<file path="src/rtl/thor2023_region_table_loader_if.sv">
// Request bus between the region-table loader (master) and the region-table responder (slave).
interface thor2023_region_table_loader_if;
   logic         cyc;
   logic         stb;
   logic         we;
   logic [15:0]  sel;
   logic [31:0]  padr;
   logic [127:0] dato;
   logic         ack;
   logic [127:0] dati;

   modport master (output cyc, stb, we, sel, padr, dato, input ack, dati);
   modport slave  (input cyc, stb, we, sel, padr, dato, output ack, dati);
endinterface

</file>
<file path="src/rtl/thor2023_region_table_loader.sv">
// Walks the region (PMA) table after reset or on start: unlock, write pmt/cta/at, relock each entry.
// Optional readback check of every non-unlock write is enabled by THOR2023_RGN_READBACK_VERIFY_EN.
module thor2023_region_table_loader #(
   parameter logic [31:0] RGN_BASE   = 32'hFEEF0000,
   parameter int          NREGIONS   = 8,
   parameter int          TMO_CYCLES = 255,
   parameter bit          AUTO_START = 1'b1
) (
   input  logic                           clk,
   input  logic                           rst,
   input  logic                           start,
   output logic [4:0]                     tbl_adr,
   input  logic [127:0]                   tbl_dat,
   thor2023_region_table_loader_if.master bus,
   output logic                           busy,
   output logic                           done,
   output logic                           err,
   output logic [2:0]                     err_rgn,
   output logic [1:0]                     err_code
);
   localparam logic [127:0]  UNLK     = 128'h554E4C4B;
   localparam logic [127:0]  LOCK     = 128'h4C4F434B;
   localparam logic [2:0]    LAST_RGN = 3'(NREGIONS - 1);
   localparam int            TW       = $clog2(TMO_CYCLES + 1);
   localparam logic [TW-1:0] TMO_LAST = TW'(TMO_CYCLES - 1);

`ifdef THOR2023_RGN_READBACK_VERIFY_EN
   typedef enum logic [3:0] {IDLE, FETCH, FWAIT, WRITE, WACK, VRD, VACK, NEXT, DONE, FAIL} state_t;
`else
   typedef enum logic [3:0] {IDLE, FETCH, FWAIT, WRITE, WACK, NEXT, DONE, FAIL} state_t;
`endif

   state_t         state_q, state_d;
   logic           first_q;
   logic [2:0]     rgn_q, rgn_d;
   logic [2:0]     step_q, step_d;
   logic [127:0]   data_q, data_d;
   logic [TW-1:0]  tmo_q, tmo_d;
   logic [4:0]     tbl_adr_q, tbl_adr_d;
   logic           cyc_q, cyc_d, stb_q, stb_d, we_q, we_d;
   logic [15:0]    sel_q, sel_d;
   logic [31:0]    padr_q, padr_d;
   logic [127:0]   dato_q, dato_d;
   logic           busy_q, busy_d, done_q, done_d, err_q, err_d;
   logic [2:0]     err_rgn_q, err_rgn_d;
   logic [1:0]     err_code_q, err_code_d;

   logic           fetch_step;
   logic           tmo_expired;
   logic [1:0]     sel_idx;
   logic [31:0]    entry_adr;

   // Steps 1..3 come from the init table; steps 0 and 4 target the lock word (sel 3).
   assign fetch_step  = (step_q != 3'd0) && (step_q != 3'd4);
   assign sel_idx     = fetch_step ? (step_q[1:0] - 2'd1) : 2'd3;
   assign entry_adr   = RGN_BASE | {23'd0, rgn_q, sel_idx, 4'h0};
   assign tmo_expired = (tmo_q == TMO_LAST);

`ifdef THOR2023_RGN_READBACK_VERIFY_EN
   logic [127:0] rb_mask;
   logic         rb_mismatch;
   // pmt and cta only hold 48 meaningful bits.
   assign rb_mask     = (step_q == 3'd1 || step_q == 3'd2) ? {80'h0, {48{1'b1}}} : {128{1'b1}};
   assign rb_mismatch = ((bus.dati ^ data_q) & rb_mask) != 128'h0;
`else
   logic unused_dati;
   assign unused_dati = ^bus.dati;
`endif

   always_comb begin
      state_d    = state_q;
      rgn_d      = rgn_q;
      step_d     = step_q;
      data_d     = data_q;
      tmo_d      = tmo_q;
      tbl_adr_d  = tbl_adr_q;
      cyc_d      = cyc_q;
      stb_d      = stb_q;
      we_d       = we_q;
      sel_d      = sel_q;
      padr_d     = padr_q;
      dato_d     = dato_q;
      busy_d     = busy_q;
      done_d     = done_q;
      err_d      = err_q;
      err_rgn_d  = err_rgn_q;
      err_code_d = err_code_q;
      case (state_q)
         IDLE: if (start || first_q) begin
            busy_d     = 1'b1;
            done_d     = 1'b0;
            err_d      = 1'b0;
            err_code_d = 2'd0;
            rgn_d      = 3'd0;
            step_d     = 3'd0;
            state_d    = FETCH;
         end
         FETCH: if (fetch_step) begin
            state_d = FWAIT;
         end else begin
            data_d  = (step_q == 3'd0) ? UNLK : LOCK;
            state_d = WRITE;
         end
         FWAIT: begin
            data_d  = tbl_dat;
            state_d = WRITE;
         end
         WRITE: begin
            cyc_d   = 1'b1;
            stb_d   = 1'b1;
            we_d    = 1'b1;
            sel_d   = 16'hFFFF;
            padr_d  = entry_adr;
            dato_d  = data_q;
            tmo_d   = '0;
            state_d = WACK;
         end
         WACK: begin
            if (bus.ack) begin
               cyc_d = 1'b0;
               stb_d = 1'b0;
               we_d  = 1'b0;
`ifdef THOR2023_RGN_READBACK_VERIFY_EN
               state_d = (step_q == 3'd0) ? NEXT : VRD;
`else
               state_d = NEXT;
`endif
            end else if (tmo_expired) begin
               cyc_d      = 1'b0;
               stb_d      = 1'b0;
               we_d       = 1'b0;
               err_code_d = 2'd1;
               state_d    = FAIL;
            end else begin
               tmo_d = tmo_q + 1'b1;
            end
         end
`ifdef THOR2023_RGN_READBACK_VERIFY_EN
         VRD: begin
            cyc_d   = 1'b1;
            stb_d   = 1'b1;
            we_d    = 1'b0;
            tmo_d   = '0;
            state_d = VACK;
         end
         VACK: begin
            if (bus.ack) begin
               cyc_d = 1'b0;
               stb_d = 1'b0;
               if (rb_mismatch) begin
                  err_code_d = 2'd2;
                  state_d    = FAIL;
               end else begin
                  state_d = NEXT;
               end
            end else if (tmo_expired) begin
               cyc_d      = 1'b0;
               stb_d      = 1'b0;
               err_code_d = 2'd1;
               state_d    = FAIL;
            end else begin
               tmo_d = tmo_q + 1'b1;
            end
         end
`endif
         NEXT: begin
            if (step_q == 3'd4) begin
               if (rgn_q == LAST_RGN) begin
                  state_d = DONE;
               end else begin
                  rgn_d   = rgn_q + 3'd1;
                  step_d  = 3'd0;
                  state_d = FETCH;
               end
            end else begin
               step_d = step_q + 3'd1;
               // Present the table address now so data is ready when FWAIT latches it.
               if (step_q != 3'd3) tbl_adr_d = {rgn_q, step_q[1:0]};
               state_d = FETCH;
            end
         end
         DONE: begin
            busy_d  = 1'b0;
            done_d  = 1'b1;
            state_d = IDLE;
         end
         FAIL: begin
            busy_d    = 1'b0;
            err_d     = 1'b1;
            err_rgn_d = rgn_q;
            state_d   = IDLE;
         end
         default: state_d = IDLE;
      endcase
   end

   always_ff @(posedge clk) begin
      if (rst) begin
         state_q    <= IDLE;
         first_q    <= AUTO_START;
         rgn_q      <= 3'd0;
         step_q     <= 3'd0;
         data_q     <= '0;
         tmo_q      <= '0;
         tbl_adr_q  <= 5'd0;
         cyc_q      <= 1'b0;
         stb_q      <= 1'b0;
         we_q       <= 1'b0;
         sel_q      <= 16'h0;
         padr_q     <= 32'h0;
         dato_q     <= '0;
         busy_q     <= 1'b0;
         done_q     <= 1'b0;
         err_q      <= 1'b0;
         err_rgn_q  <= 3'd0;
         err_code_q <= 2'd0;
      end else begin
         state_q    <= state_d;
         first_q    <= 1'b0;
         rgn_q      <= rgn_d;
         step_q     <= step_d;
         data_q     <= data_d;
         tmo_q      <= tmo_d;
         tbl_adr_q  <= tbl_adr_d;
         cyc_q      <= cyc_d;
         stb_q      <= stb_d;
         we_q       <= we_d;
         sel_q      <= sel_d;
         padr_q     <= padr_d;
         dato_q     <= dato_d;
         busy_q     <= busy_d;
         done_q     <= done_d;
         err_q      <= err_d;
         err_rgn_q  <= err_rgn_d;
         err_code_q <= err_code_d;
      end
   end

   assign tbl_adr  = tbl_adr_q;
   assign bus.cyc  = cyc_q;
   assign bus.stb  = stb_q;
   assign bus.we   = we_q;
   assign bus.sel  = sel_q;
   assign bus.padr = padr_q;
   assign bus.dato = dato_q;
   assign busy     = busy_q;
   assign done     = done_q;
   assign err      = err_q;
   assign err_rgn  = err_rgn_q;
   assign err_code = err_code_q;
endmodule

</file>
<file path="src/flat_wrapper.sv">
// flat-port wrapper written by rule: the top's interface ports become plain ports
module thor2023_region_table_loader_flat 
#(
   parameter logic [31:0] RGN_BASE   = 32'hFEEF0000,
   parameter int          NREGIONS   = 8,
   parameter int          TMO_CYCLES = 255,
   parameter bit          AUTO_START = 1'b1
)
  (clk, rst, start, tbl_adr, tbl_dat, busy, done, err, err_rgn, err_code, bus_cyc, bus_stb, bus_we, bus_sel, bus_padr, bus_dato, bus_ack, bus_dati);
  thor2023_region_table_loader_if bus_i ();
  input  logic clk;
  input  logic rst;
  input  logic start;
  output logic [4:0] tbl_adr;
  input  logic [127:0] tbl_dat;
  output logic busy;
  output logic done;
  output logic err;
  output logic [2:0] err_rgn;
  output logic [1:0] err_code;
  output wire logic [$bits(bus_i.cyc)-1:0] bus_cyc;
  output wire logic [$bits(bus_i.stb)-1:0] bus_stb;
  output wire logic [$bits(bus_i.we)-1:0] bus_we;
  output wire logic [$bits(bus_i.sel)-1:0] bus_sel;
  output wire logic [$bits(bus_i.padr)-1:0] bus_padr;
  output wire logic [$bits(bus_i.dato)-1:0] bus_dato;
  input wire logic [$bits(bus_i.ack)-1:0] bus_ack;
  input wire logic [$bits(bus_i.dati)-1:0] bus_dati;
  assign bus_cyc = bus_i.cyc;
  assign bus_stb = bus_i.stb;
  assign bus_we = bus_i.we;
  assign bus_sel = bus_i.sel;
  assign bus_padr = bus_i.padr;
  assign bus_dato = bus_i.dato;
  assign bus_i.ack = bus_ack;
  assign bus_i.dati = bus_dati;
  thor2023_region_table_loader #(.RGN_BASE(RGN_BASE), .NREGIONS(NREGIONS), .TMO_CYCLES(TMO_CYCLES), .AUTO_START(AUTO_START)) u_core (.clk(clk), .rst(rst), .start(start), .tbl_adr(tbl_adr), .tbl_dat(tbl_dat), .bus(bus_i), .busy(busy), .done(done), .err(err), .err_rgn(err_rgn), .err_code(err_code));
endmodule
</file>
<file path="config.mk">
export PLATFORM = sky130hd
export DESIGN_NAME = thor2023_region_table_loader_flat
export DESIGN_NICKNAME = d
export VERILOG_FILES = /design/src/rtl/thor2023_region_table_loader_if.sv /design/src/rtl/thor2023_region_table_loader.sv /design/src/flat_wrapper.sv
export SDC_FILE = /design/constraint.sdc
export NUM_CORES = 1
export LEC_CHECK = 0
export BUFFER_PORTS_ARGS = -buffer_cell sky130_fd_sc_hd__buf_2
export CORE_MARGIN = 5
export CORE_UTILIZATION = 40
export DETAILED_ROUTE_END_ITERATION = 10
export GPL_TIMING_DRIVEN = 0
export PLACE_DENSITY = 0.67
export SLEW_MARGIN = 20
export SYNTH_ARGS = -nofsm -noshare
export SYNTH_HDL_FRONTEND = slang
export SYNTH_SLANG_ARGS = --single-unit
</file>
<file path="constraint.sdc">
create_clock -name clk -period 2.6 [get_ports clk]
set_input_delay 0.13 -clock clk [delete_from_list [all_inputs] [get_ports clk]]
set_output_delay 0.13 -clock clk [all_outputs]
set_load 0.01 [all_outputs]
</file>
==> metrics.txt <==
CTS buffer count=30; H-Tree Depth=1; latest clock arrival within the worst-skew pair=roughly 0.54 ns; vias in the first global route=around 10k; status=finished clean; Max Cap Violations=0; die height=175 um; Synth top area share=about 54%; Routed WL=between 30000 and 40000 um; # fillers=approximately 2.4k; Slew headroom=a little over a third; Max Root-Sink Buffers=3; Layout area overhead=40.2%; PortBufs=~310; cell count after synthesis=approximately 1.3k; vias per inst=about 4.9; most used routing layer=met2; Synth Register Bits=293; Tot GR Track Use=about a fifth; slew at the pin closest to its max-slew limit=about 0.97 ns; Placed Area=12900 sq um; biggest area consumer among synthesized cells=dfxtp_1; Clock transition at path regs=approximately 0.06 ns; synth cell count leaders=293 x dfxtp_1, 270 x nand2_1, 161 x nor2_1; Worst IR Drop VDD=0.632 mV; Period minus WS final=2.27 ns; number of flops mapped to enable cells by yosys=0; critical path's slowest cell=clkbuf_1; num ports=roughly 450; met3 usage=between 5 and 6%; HPWL Detailed=24500 um; total power=between 10 and 15 mW; setup TNS=0 ns; met1 usage=a little over a quarter; initial antenna violation count=1; most frequent cell after synthesis=dfxtp_1; dpl ws=around 0.39 ns; routability-driven placement congestion ratio=0.833; 1st-iter DRT viols=about 600; fmax=between 400 and 500 MHz; syn_area_per_cell=8.71 sq um; post-synthesis sequential area ratio=53.7%; Via Count=around 10k; Startpoint Class=flop; Root Driver=clkbuf_16; area of the mapped netlist=~11000 sq um; post-route setup slack=around 0.33 ns; utilization after layout=a little under three fifths; Die X=175 um; Hold Crit Class=in2reg; critical path's largest stage delay=about 0.57 ns; # DRC=0; NumNets Final=between 2k and 2.5k; Async SR Flop Fraction=0%; cell area after layout=between 15000 and 20000 sq um; Cell Rows=60; pin count of the biggest net entering global routing=32; met2 usage=a little over a third; Antenna Violating Nets Remaining=0; gr ovfl total=0; crit path capture type=flop; Core Footprint=26900 sq um; initial core utilization=40.6%; placed insts=between 1.5k and 2k; Crit Reg-Reg Endpoint=u_core.data_q[127]$_SDFFE_PP0P_; worst hold path depth=4; final slew viol count=0; Pwr per Cell Area=slightly above 700 nW/um^2; reg2reg setup slack=0.33 ns; Main synth FF type=dfxtp_1; CP max FO=10; Worst EP required=a little over 3 ns; fraction of layout instances using a drive strength above 1=26.4%; wire length per cell=16.5 um; Setup violations, final=0; worst path cell trace=inv_1, ha_1, nand3b_1, a21o_1, buf_2, clkbuf_1, a22oi_1, nor2_1; unrepaired setup endpoints after global routing=no; Setup CP Type=reg2reg; CTS tree=done; period utilization=~87%; FF-to-FF path depth=8; final hold vios=0; Die Footprint=around 30000 sq um; critical path arrival=about 2.8 ns; drt pass-1 iters=5; Reg-to-Reg Start=u_core.step_q[0]$_SDFFE_PP0P_; hold wc startpoint=bus_ack; Min Hold Slack=between 0.02 and 0.025 ns; Hold EP=u_core.err_code[0]$_SDFFE_PP0P_; Clock Skew=around 0.011 ns; ranking of synthesized cells by area=dfxtp_1 54%, nand2_1 9.3%, a22oi_1 7.5%; synth warn=0; Post-Layout Cell Count=2103; Clock Sinks=a little under 300; Synth cell types=about 50; Leakage Power=around 6.6 nW; first-pass GRT wire length=approximately 54000 um
==> cells in the final DEF (no fill, tap or decap), types with 7 or more instances in the layout <==
master         Yosys  layout
mux2i_1           10      10
conb_1             1      14
nor2_1           161     161
nand2_1          270     270
a21oi_1          153     153
dfxtp_1          293     292
clkbuf_8           0       7
buf_2             20     329
clkbuf_16          0      31
a22oi_1          109     109
nor3_1            25      25
ha_1               7       7
clkbuf_1          44      52
buf_4             62      62
dlygate4sd3_1      0     130
nand3_1            7       7
a211oi_1           8       8
buf_6             13      13
==> logic make-up (layout without fill, tap and decap cells) <==
kind of cell	count (synthesis)	count (layout)	share of synthesized area [%]
AND/OR/NAND/NOR	493	493	18.9
AO/OA/AOI/OAI	300	300	17.2
flip-flops	293	293	53.7
buffers and inverters	149	643	8.38
multiplexers	10	10	0.917
adder cells (fa/ha/maj)	7	7	0.803
other	1	16	0.0344
==> registers in the layout, summed over array words and instances, names as in the netlist, 3 cells and up <==
signal and count:
u_core.data_q 128, u_core.rgn_q 3, u_core.err_rgn 3, u_core.bus.padr 5, u_core.step_q 3, u_core.tmo_q 8
u_core.tbl_adr 5, u_core.bus.dato 128, u_core.state_q 3
==> timing repair <==
item | 4_1_cts | 5_1_grt
hold buffers | 130 | 0
endpoints found under the hold margin | 130 | 0
resized for setup | 0 | 0
setup buffers | 0 | 0
==> power by group <==
| group | total (mW) | internal (mW) | switching [mW] |
|---|---|---|---|
| clock network | 4.51 | 2.77 | 1.74 |
| registers | 4.80 | 4.68 | 0.120 |
| logic | 1.53 | 0.656 | 0.871 |
==> per-layer routing <==
layer,part of all wire (%),vias up
met3,7.4,44
met2,47,360
met5,0,-
met1,43,4814
li1,-,5146
met4,2.0,0
==> how the worst max path moves through the flow <==
stage	startpoint	slack [ns]	endpoint	depth (start not counted)
detailed placement	u_core.step_q[0]$_SDFFE_PP0P_	0.39	u_core.data_q[15]$_SDFFE_PP0P_	8
global route	u_core.step_q[0]$_SDFFE_PP0P_	0.18	u_core.data_q[4]$_SDFFE_PP0P_	8
global placement	u_core.step_q[0]$_SDFFE_PP0P_	0.40	u_core.data_q[4]$_SDFFE_PP0P_	8
floorplan	u_core.step_q[0]$_SDFFE_PP0P_	0.87	u_core.data_q[100]$_SDFFE_PP0P_	9
CTS	u_core.step_q[0]$_SDFFE_PP0P_	0.39	u_core.data_q[4]$_SDFFE_PP0P_	8
finish	u_core.step_q[0]$_SDFFE_PP0P_	0.33	u_core.data_q[127]$_SDFFE_PP0P_	8
==> cell type report <==
type                            instances  area, sq um  share of cell area [%]
Clock inverter                          9          151                   0.990
Buffer                                143          892                    5.83
Timing Repair Buffer                  439         2850                    18.6
Tap cell                              341          427                    2.79
Sequential cell                       293         5870                    38.4
Antenna cell                            2         5.00                  0.0327
Clock buffer                           46          902                    5.90
Inverter                                6         22.5                   0.147
Multi-Input combinational cell        824         4180                    27.3
==> worst max-delay path: cells and delay by family, from the launching register on <==
family | cells | cell delay, ns
adder cells (fa/ha/maj) | 1 | 0.32
AND/OR/NAND/NOR | 2 | 0.29
AO/OA/AOI/OAI | 2 | 0.32
flip-flops | 1 | 0.42
buffers and inverters | 3 | 0.87
(Power assumes the default switching activity.)
